==> config.mk <==
export PLATFORM = sky130hd
export DESIGN_NAME = swervolf_sevenseg
export DESIGN_NICKNAME = d
export VERILOG_FILES = /design/src/rtl/swervolf_sevenseg_pkg.sv /design/src/rtl/seg7_decode.sv /design/src/rtl/swervolf_sevenseg.sv
export SDC_FILE = /design/constraint.sdc
export NUM_CORES = 1
export LEC_CHECK = 0
export CAP_MARGIN = 0
export CORE_MARGIN = 10
export CORE_UTILIZATION = 57
export DETAILED_ROUTE_END_ITERATION = 10
export GPL_ROUTABILITY_DRIVEN = 0
export GPL_TIMING_DRIVEN = 0
export HOLD_SLACK_MARGIN = 0.12
export PLACE_DENSITY = 0.83
export SYNTH_ARGS = -nofsm -noshare
export SYNTH_HDL_FRONTEND = slang
export SYNTH_HIERARCHICAL = 1
export SYNTH_SLANG_ARGS = --single-unit
==> constraint.sdc <==
create_clock -name clk -period 7.4 [get_ports clk]
set_input_delay 1.85 -clock clk [delete_from_list [all_inputs] [get_ports clk]]
set_output_delay 1.85 -clock clk [all_outputs]
set_load 0.01 [all_outputs]
==> src/rtl/swervolf_sevenseg_pkg.sv <==
// Shared definitions for the SweRVolf seven-segment display controller:
// register map, scan FSM states and the active-low {CA..CG} glyph table.
package swervolf_sevenseg_pkg;

    localparam logic [1:0] SS_DATA   = 2'd0;
    localparam logic [1:0] SS_EN     = 2'd1;
    localparam logic [1:0] SS_STATUS = 2'd2;

    typedef enum logic {SS_BLANK, SS_SHOW} ss_state_e;

    localparam logic [6:0] SS_DECODE [16] = '{
        7'b0000001, 7'b1001111, 7'b0010010, 7'b0000110,
        7'b1001100, 7'b0100100, 7'b0100000, 7'b0001111,
        7'b0000000, 7'b0000100, 7'b0001000, 7'b1100000,
        7'b0110001, 7'b1000010, 7'b0110000, 7'b0111000
    };

endpackage

==> src/rtl/seg7_decode.sv <==
// Hex nibble to active-low seven-segment pattern {CA..CG}.
module seg7_decode
    import swervolf_sevenseg_pkg::*;
(
    input  logic [3:0] nib,
    output logic [6:0] seg
);

    assign seg = SS_DECODE[nib];

endmodule

==> src/rtl/swervolf_sevenseg.sv <==
// Wishbone-mapped eight-digit seven-segment scanner with a blanking guard
// between digits; digit data is latched per slot so a lit digit never tears.
module swervolf_sevenseg
    import swervolf_sevenseg_pkg::*;
#(
    parameter int unsigned CLK_FREQ_HZ  = 50_000_000,
    parameter int unsigned SCAN_HZ      = 1000,
    parameter int unsigned BLANK_CYCLES = 16
) (
    input  logic        clk,
    input  logic        rst,
    input  logic [1:0]  i_wb_adr,
    input  logic [31:0] i_wb_dat,
    input  logic [3:0]  i_wb_sel,
    input  logic        i_wb_we,
    input  logic        i_wb_cyc,
    input  logic        i_wb_stb,
    output logic [31:0] o_wb_rdt,
    output logic        o_wb_ack,
    output logic [7:0]  AN,
    output logic [6:0]  Digits_Bits
);

    localparam int unsigned DIV         = CLK_FREQ_HZ / SCAN_HZ;
    localparam int unsigned SHOW_CYCLES = DIV - BLANK_CYCLES;
    localparam int          CW          = $clog2(DIV + 1);

    localparam logic [CW-1:0] BLANK_LOAD = CW'(BLANK_CYCLES);
    localparam logic [CW-1:0] SHOW_LOAD  = CW'(SHOW_CYCLES);

    if (DIV < BLANK_CYCLES + 2) begin : g_div_check
        $error("swervolf_sevenseg: CLK_FREQ_HZ/SCAN_HZ must be at least BLANK_CYCLES+2");
    end

    logic [31:0]   data_q;
    logic [7:0]    en_q;
    ss_state_e     state;
    logic [CW-1:0] cnt;
    logic [2:0]    idx;
    logic [3:0]    cur_nib;
    logic          cur_en;
    logic [6:0]    seg_code;
    logic          req;
    logic [31:0]   rd_data;

    seg7_decode u_decode (
        .nib (cur_nib),
        .seg (seg_code)
    );

    // One ack per request: a held request re-arms only after ack drops.
    assign req = i_wb_cyc & i_wb_stb & ~o_wb_ack;

    // NOTE: every variable driven here gets a default first; a case arm that
    // skips an assignment would otherwise infer a latch.
    always_comb begin
        rd_data = '0;
        case (i_wb_adr)
            SS_DATA:   rd_data = data_q;
            SS_EN:     rd_data = {24'b0, en_q};
            SS_STATUS: rd_data = {28'b0, state == SS_BLANK, idx};
            default:   rd_data = '0;
        endcase
    end

    // NOTE: sequential state uses non-blocking assignments so every register
    // samples pre-edge values; this is what makes the slot latch see the
    // pre-write DATA/EN when a bus write commits on the same edge.
    always_ff @(posedge clk or posedge rst) begin
        if (rst) begin
            o_wb_ack <= 1'b0;
            o_wb_rdt <= '0;
            data_q   <= '0;
            en_q     <= '0;
        end else begin
            o_wb_ack <= req;
            if (req) begin
                o_wb_rdt <= rd_data;
                if (i_wb_we) begin
                    case (i_wb_adr)
                        SS_DATA: begin
                            for (int b = 0; b < 4; b++) begin
                                if (i_wb_sel[b]) data_q[8*b +: 8] <= i_wb_dat[8*b +: 8];
                            end
                        end
                        SS_EN:   if (i_wb_sel[0]) en_q <= i_wb_dat[7:0];
                        default: ;
                    endcase
                end
            end
        end
    end

    // Outputs are computed from the pre-edge state, so they trail the FSM by one cycle.
    always_ff @(posedge clk or posedge rst) begin
        if (rst) begin
            state       <= SS_BLANK;
            cnt         <= BLANK_LOAD;
            idx         <= '0;
            cur_nib     <= '0;
            cur_en      <= 1'b0;
            AN          <= 8'hFF;
            Digits_Bits <= 7'h7F;
        end else begin
            case (state)
                SS_BLANK: begin
                    if (cnt == CW'(1)) begin
                        state   <= SS_SHOW;
                        cnt     <= SHOW_LOAD;
                        cur_nib <= data_q[{idx, 2'b00} +: 4];
                        cur_en  <= en_q[idx];
                    end else begin
                        cnt <= cnt - CW'(1);
                    end
                end
                SS_SHOW: begin
                    if (cnt == CW'(1)) begin
                        state <= SS_BLANK;
                        cnt   <= BLANK_LOAD;
                        idx   <= idx + 3'd1;
                    end else begin
                        cnt <= cnt - CW'(1);
                    end
                end
                default: begin
                    state <= SS_BLANK;
                    cnt   <= BLANK_LOAD;
                end
            endcase

            if (state == SS_SHOW) begin
                AN          <= ~(8'(cur_en) << idx);
                Digits_Bits <= seg_code;
            end else begin
                AN          <= 8'hFF;
                Digits_Bits <= 7'h7F;
            end
        end
    end

endmodule

Word level (Yosys, flattened, before mapping)
Memory sizes are Yosys's and may differ from the RTL's.
Index checks and enable logic that the tools add are counted.
- div/mod/pow operators: 0
- add/subtract/negate cells: 2
- reduce and logical (&&, ||, !) cells: 8
- multipliers: 0
- bitwise gates (word level): 6
- equal/unequal tests: 3
- magnitude comparators: 2
- shift-type cells: 2
- mux-type cells: 13
- operators by type and width (operator ; count):
    case mux 32 bit (3 select lines) ; 1
    two-way mux 16 bit ; 2
    case mux 16 bit (2 select lines) ; 1
    indexed part select 32 x 6 -> 4 bit ; 1
    two-way mux 7 bit ; 3
    AND reduction 4 bit ; 5
    == test 16 x 1 -> 1 bit, second input constant ; 1
    subtractor 16 x 1 -> 16 bit, second input constant ; 1
    two-way mux 8 bit ; 1
    inverter 8 bit ; 1
    left shift 1 x 3 -> 8 bit ; 1
    greater-or-equal comparator 5 bit, second input constant ; 1
    inverter 4 -> 5 bit ; 1
    < comparator 3 x 4 -> 1 bit, second input constant ; 1
    AND reduction 2 bit ; 2
    adder 3 x 1 -> 3 bit, second input constant ; 1
    binary-select mux 1 bit (select 3 bit) ; 1
    two-way mux 1 bit ; 3
    bitwise AND 1 bit ; 2
    == test 2 x 1 -> 1 bit, second input constant ; 1
    == test 2 bit, second input constant ; 1
    logical NOT 2 bit ; 1
    inverter 1 bit ; 2
    case mux 1 bit (2 select lines) ; 1
- RAM bits: 0
- input port bits: 43
- flip-flop bits (word level): 113
- bits in latches: 0
- memory bits (read-only): 112
- output and inout bits: 48
- memories: 1
- word-level logic and storage cells: 51
- memories (name ; depth ; width ; rd ports ; clocked after Yosys merged registers in ; write ports ; RTL line ; source):
    (name not given) ; 16 ; 7 ; 1 ; 0 ; 0 ; seg7_decode.sv:9 ; assign seg = SS_DECODE[nib];

Longest topological paths before layout
- depth after elaboration: 5
- mapped depth: 9
- depth with buffers taken out: 8

Cells and area by module
The synthesis kept the hierarchy.
- by module, submodules not included (module ; instances ; cells each ; seq. area each (um^2) ; area each (um^2)):
    swervolf_sevenseg ; 1 ; 362 ; 2847.7 ; 4825.9
    seg7_decode ; 1 ; 31 ; 0.0 ; 262.8

Worst setup path before layout
Ideal clock, no wire load.
- kind: input -> register
- from: input port i_wb_stb
- to: register data_q[2]
- setup slack: 4.194 ns
- data arrival time: 3.081 ns
- cell stages on the path: 5
- cells stage by stage: nand3b_1 -> nor3_2 -> and3_1 -> buf_2 -> mux2_2
- word-level cells in the longest chain between the ends: 3
- RTL lines (what ; RTL line ; source):
    start, declared ; swervolf_sevenseg.sv:17 ; input logic i_wb_stb,
    bitwise AND 1 bit (2 in a row) ; swervolf_sevenseg.sv:52 ; assign req = i_wb_cyc & i_wb_stb & ~o_wb_ack;
    AND reduction 4 bit (no line) ; - ;
    end signal, assigned by index ; swervolf_sevenseg.sv:83 ; if (i_wb_sel[b]) data_q[8*b +: 8] <= i_wb_dat[8*b +: 8];
    end, declared ; swervolf_sevenseg.sv:35 ; logic [31:0] data_q;
No other way between the ends.
A chain may end at the register's enable or synchronous reset.

Final worst setup path
- from: input port i_wb_stb
- to: register data_q[15]
Same word-level chain as after synthesis.

==> key figures <==
Clock network
  • Worst-path clk slew: 0.06 ns
  • Cell at the root of the clock tree: clkbuf_8
  • CTS resizes: 0
  • Clock buffer count from CTS: 17
  • Num Clock Sinks: 113
  • CTS tree: built
  • H-tree depth: 4
  • Clk Latency, worst-skew pair: 0.52 ns
  • Clk buf depth: 2
  • Hold buffer count at cts: 0
  • Postcts setup bufs: 0

Floorplan
  • Starting Density: 58.4%
  • Cell Rows: 34
  • Die W: 114 µm
  • IO Pins: 91
  • Total Die Area: 0.0131 mm²
  • Vert. Die Dim: 114 µm
  • Core area: 0.00872 mm²

Route
  • Wire length per cell: 19.8 µm
  • Residual DRC: 0
  • Drt first pass iters: 5
  • Iteration-0 DRC Markers: 216
  • Met2 routed WL: 6410 µm
  • Total Wirelength: 12400 µm
  • DRT antenna net count: 0
  • Top layer used by detailed routing: met4
  • Met3 routed WL: 807 µm
  • DRT met1 WL: 5000 µm
  • Vias: 3557
  • Via/cell ratio: 5.70

Critical path
  • Max incr delay on CP: 0.73 ns
  • Required @ worst endpoint: 7.80 ns
  • Crit-path slowest cell: nor3_2
  • Reg2Reg Capture Point: data_q[15]
  • Cell depth of the worst flop-to-flop path: 5
  • WP data arrival: 4.23 ns
  • Crit-path cells: clkdlybuf4s50_1 -> nand3b_1 -> nor3_2 -> and3_1 -> buf_2 -> mux2_2
  • CP Capture Type: flip-flop
  • Setup crit start kind: primary input
  • WS Path Type: in -> reg
  • R2R setup slack: 4.91 ns
  • R2R Path Start: o_wb_ack
  • Crit Path Max Fanout: 10

Power
  • Seq pwr share: 43.9%
  • Clock network fraction of design power: 45.5%
  • Tot Pwr: 1.65 mW
  • Pwr per Cell Area: 246 mW/mm²
  • Switching power: 420 µW
  • Combinational share of power: 10.6%
  • Leak Pwr: 2.86 nW
  • Worst IR Drop VDD: 160 µV
  • Internal Power: 1.23 mW
  • Switch share: 25.4%

Place
  • Post-DP HPWL: 8920 µm
  • I/O Buffers: 90

Hold path
  • Worst Hold End: o_wb_rdt[5]
  • Hold path depth: 2
  • Hold WC Path Type: reg -> reg
  • Hold path start: o_wb_rdt[5]

Global routing
  • GRT Util Overall: 19.7%
  • Global route overflow: 0
  • Initial antenna violation count: 0
  • First-pass GRT wire length: 20200 µm
  • Vias in the first global route: 3856
  • Largest net degree at the start of global routing: 58

Synthesis
  • Most frequent cell after synthesis: dfrtp_1
  • Synth warnings: 6
  • Post-synth EDFFs: 0
  • Top_reg_cell synth: dfrtp_1
  • Post-synth ARST share: 100%
  • Mean Syn Cell Area: 12.9 µm²
  • Synth Register Bits: 113
  • Top-area cell type share of the netlist area: 47.7%
  • Mapped cell area: 0.00509 mm²
  • Ranking of synthesized cells by instance count: dfrtp_1 (97), mux2_2 (36), nor2_1 (25)
  • Area leader, netlist: dfrtp_1
  • Cell variety after synth: 43
  • Mapped Cells: 393
  • Largest cells by area after synthesis: dfrtp_1 (48%), dfstp_2 (8.3%), mux2_2 (8.0%), mux2i_1 (4.7%), mux4_2 (4.4%)
  • Register area share after synthesis: 56.0%
  • Net Count, Synth: 448

Final layout
  • Layout area overhead: 31.7%
  • Antenna Cells: 0
  • # fillers: 548
  • Final nets: 558
  • Share of cells above drive strength 1: 21.9%

Timing
  • Final period utilization: 51.7%
  • Slew margin rel.: 46.7%
  • Worst Tran Pin Value: 0.796 ns
  • RSZ-0062 raised after global routing: false
  • Slew Limit Fails: 0
  • Fmax: 0.261 GHz
  • Finish-stage setup viols: 0
  • Final min period: 3.82 ns
  • Final hold violations: 0
  • Setup TNS: 0 ns
  • Clock skew: 0.0101 ns

Run status
  • Status: finished clean

Job
  • Max-Cap Viols: 0
==> logic make-up (layout without fill, tap and decap cells) <==
| family | Yosys count | after routing | share of synthesized area [%] |
|---|---|---|---|
| flip-flops | 113 | 113 | 56.0 |
| multiplexers | 76 | 76 | 18.7 |
| XOR/XNOR | 12 | 12 | 2.07 |
| AO/OA/AOI/OAI | 53 | 53 | 7.43 |
| buffers and inverters | 34 | 157 | 2.90 |
| adder cells (fa/ha/maj) | 12 | 12 | 2.95 |
| AND/OR/NAND/NOR | 93 | 93 | 9.96 |
==> cell usage in the layout, fill, tap and decap left out, drive strengths merged, types with 2 or more instances in the layout <==
cell and instances:
a21oi 10, a22o 24, and3 5, buf 12, clkbuf 29, clkdlybuf4s50 90, clkinv 4, clkinvlp 3
dfrtp 97, dfstp 16, ha 12, inv 18, mux2 41, mux2i 24, mux4 11, nand2 23
nand2b 9, nand3 8, nand3b 2, nor2 25, nor2b 3, nor3 6, nor4 5, o21ai 11
o31ai 5, or3 2, or4 2, xnor2 4, xor2 8
==> stage by stage <==
stage	cell area, µm²	util (%)	std cells	hold WS, ns	setup slack, ns
floorplan	5090	-	393	0.472	2.59
global placement	6120	70.2	591	0.470	1.20
detailed placement	6150	70.6	592	0.484	3.07
CTS	6700	76.8	624	0.498	3.60
global route	6700	76.8	624	0.524	3.48
finish	6700	76.8	624	0.491	3.58
==> power groups by stage <==
stage / Sequential (mW) / Clock [mW] / Combinational, mW
floorplan: 0.722 / 0 / 0.0885
global placement: 0.731 / 0 / 0.168
detailed placement: 0.733 / 0 / 0.176
CTS: 0.724 / 0.761 / 0.178
global route: 0.731 / 0.789 / 0.190
finish: 0.725 / 0.751 / 0.176
==> layer usage <==
metal,up-vias,track usage (%)
li1,1630,-
met1,1806,22.6
met2,109,33.5
met3,12,7.49
met4,0,5.76
met5,-,0
==> state kept, by name (all words and copies together) (netlist names) <==
register and count:
AN 8, Digits_Bits 7, cnt 16, cur_en 1
cur_nib 4, data_q 32, en_q 8, idx 3
o_wb_ack 1, o_wb_rdt 32, state 1
==> how the worst max path moves through the flow <==
stage / depth (start not counted) / end / from / slack [ns]
after floorplan: 1 / cnt[0] / rst / 2.59
after global placement: 2 / o_wb_rdt[25] / rst / 1.20
after detailed placement: 6 / data_q[13] / i_wb_stb / 3.07
after CTS: 6 / data_q[13] / i_wb_stb / 3.60
after global routing: 6 / data_q[13] / i_wb_stb / 3.48
final: 6 / data_q[15] / i_wb_stb / 3.58
==> worst max-delay path: cells and delay by family <==
family,cells,cell delay (ns)
buffers and inverters,2,0.68
muxes,1,0.36
and+or+nand+nor,3,1.32
==> cell type report <==
cell class,instances,area [µm²],share of cell area (%)
Sequential cell,113,2850,42.5
Inverter,12,47.5,0.709
Multi-Input combinational cell,246,2090,31.2
Timing Repair Buffer,91,928,13.9
Clock buffer,18,418,6.24
Tap cell,108,135,2.02
Clock inverter,14,129,1.92
Buffer,22,103,1.53
Power figures use the tool's default switching activity.
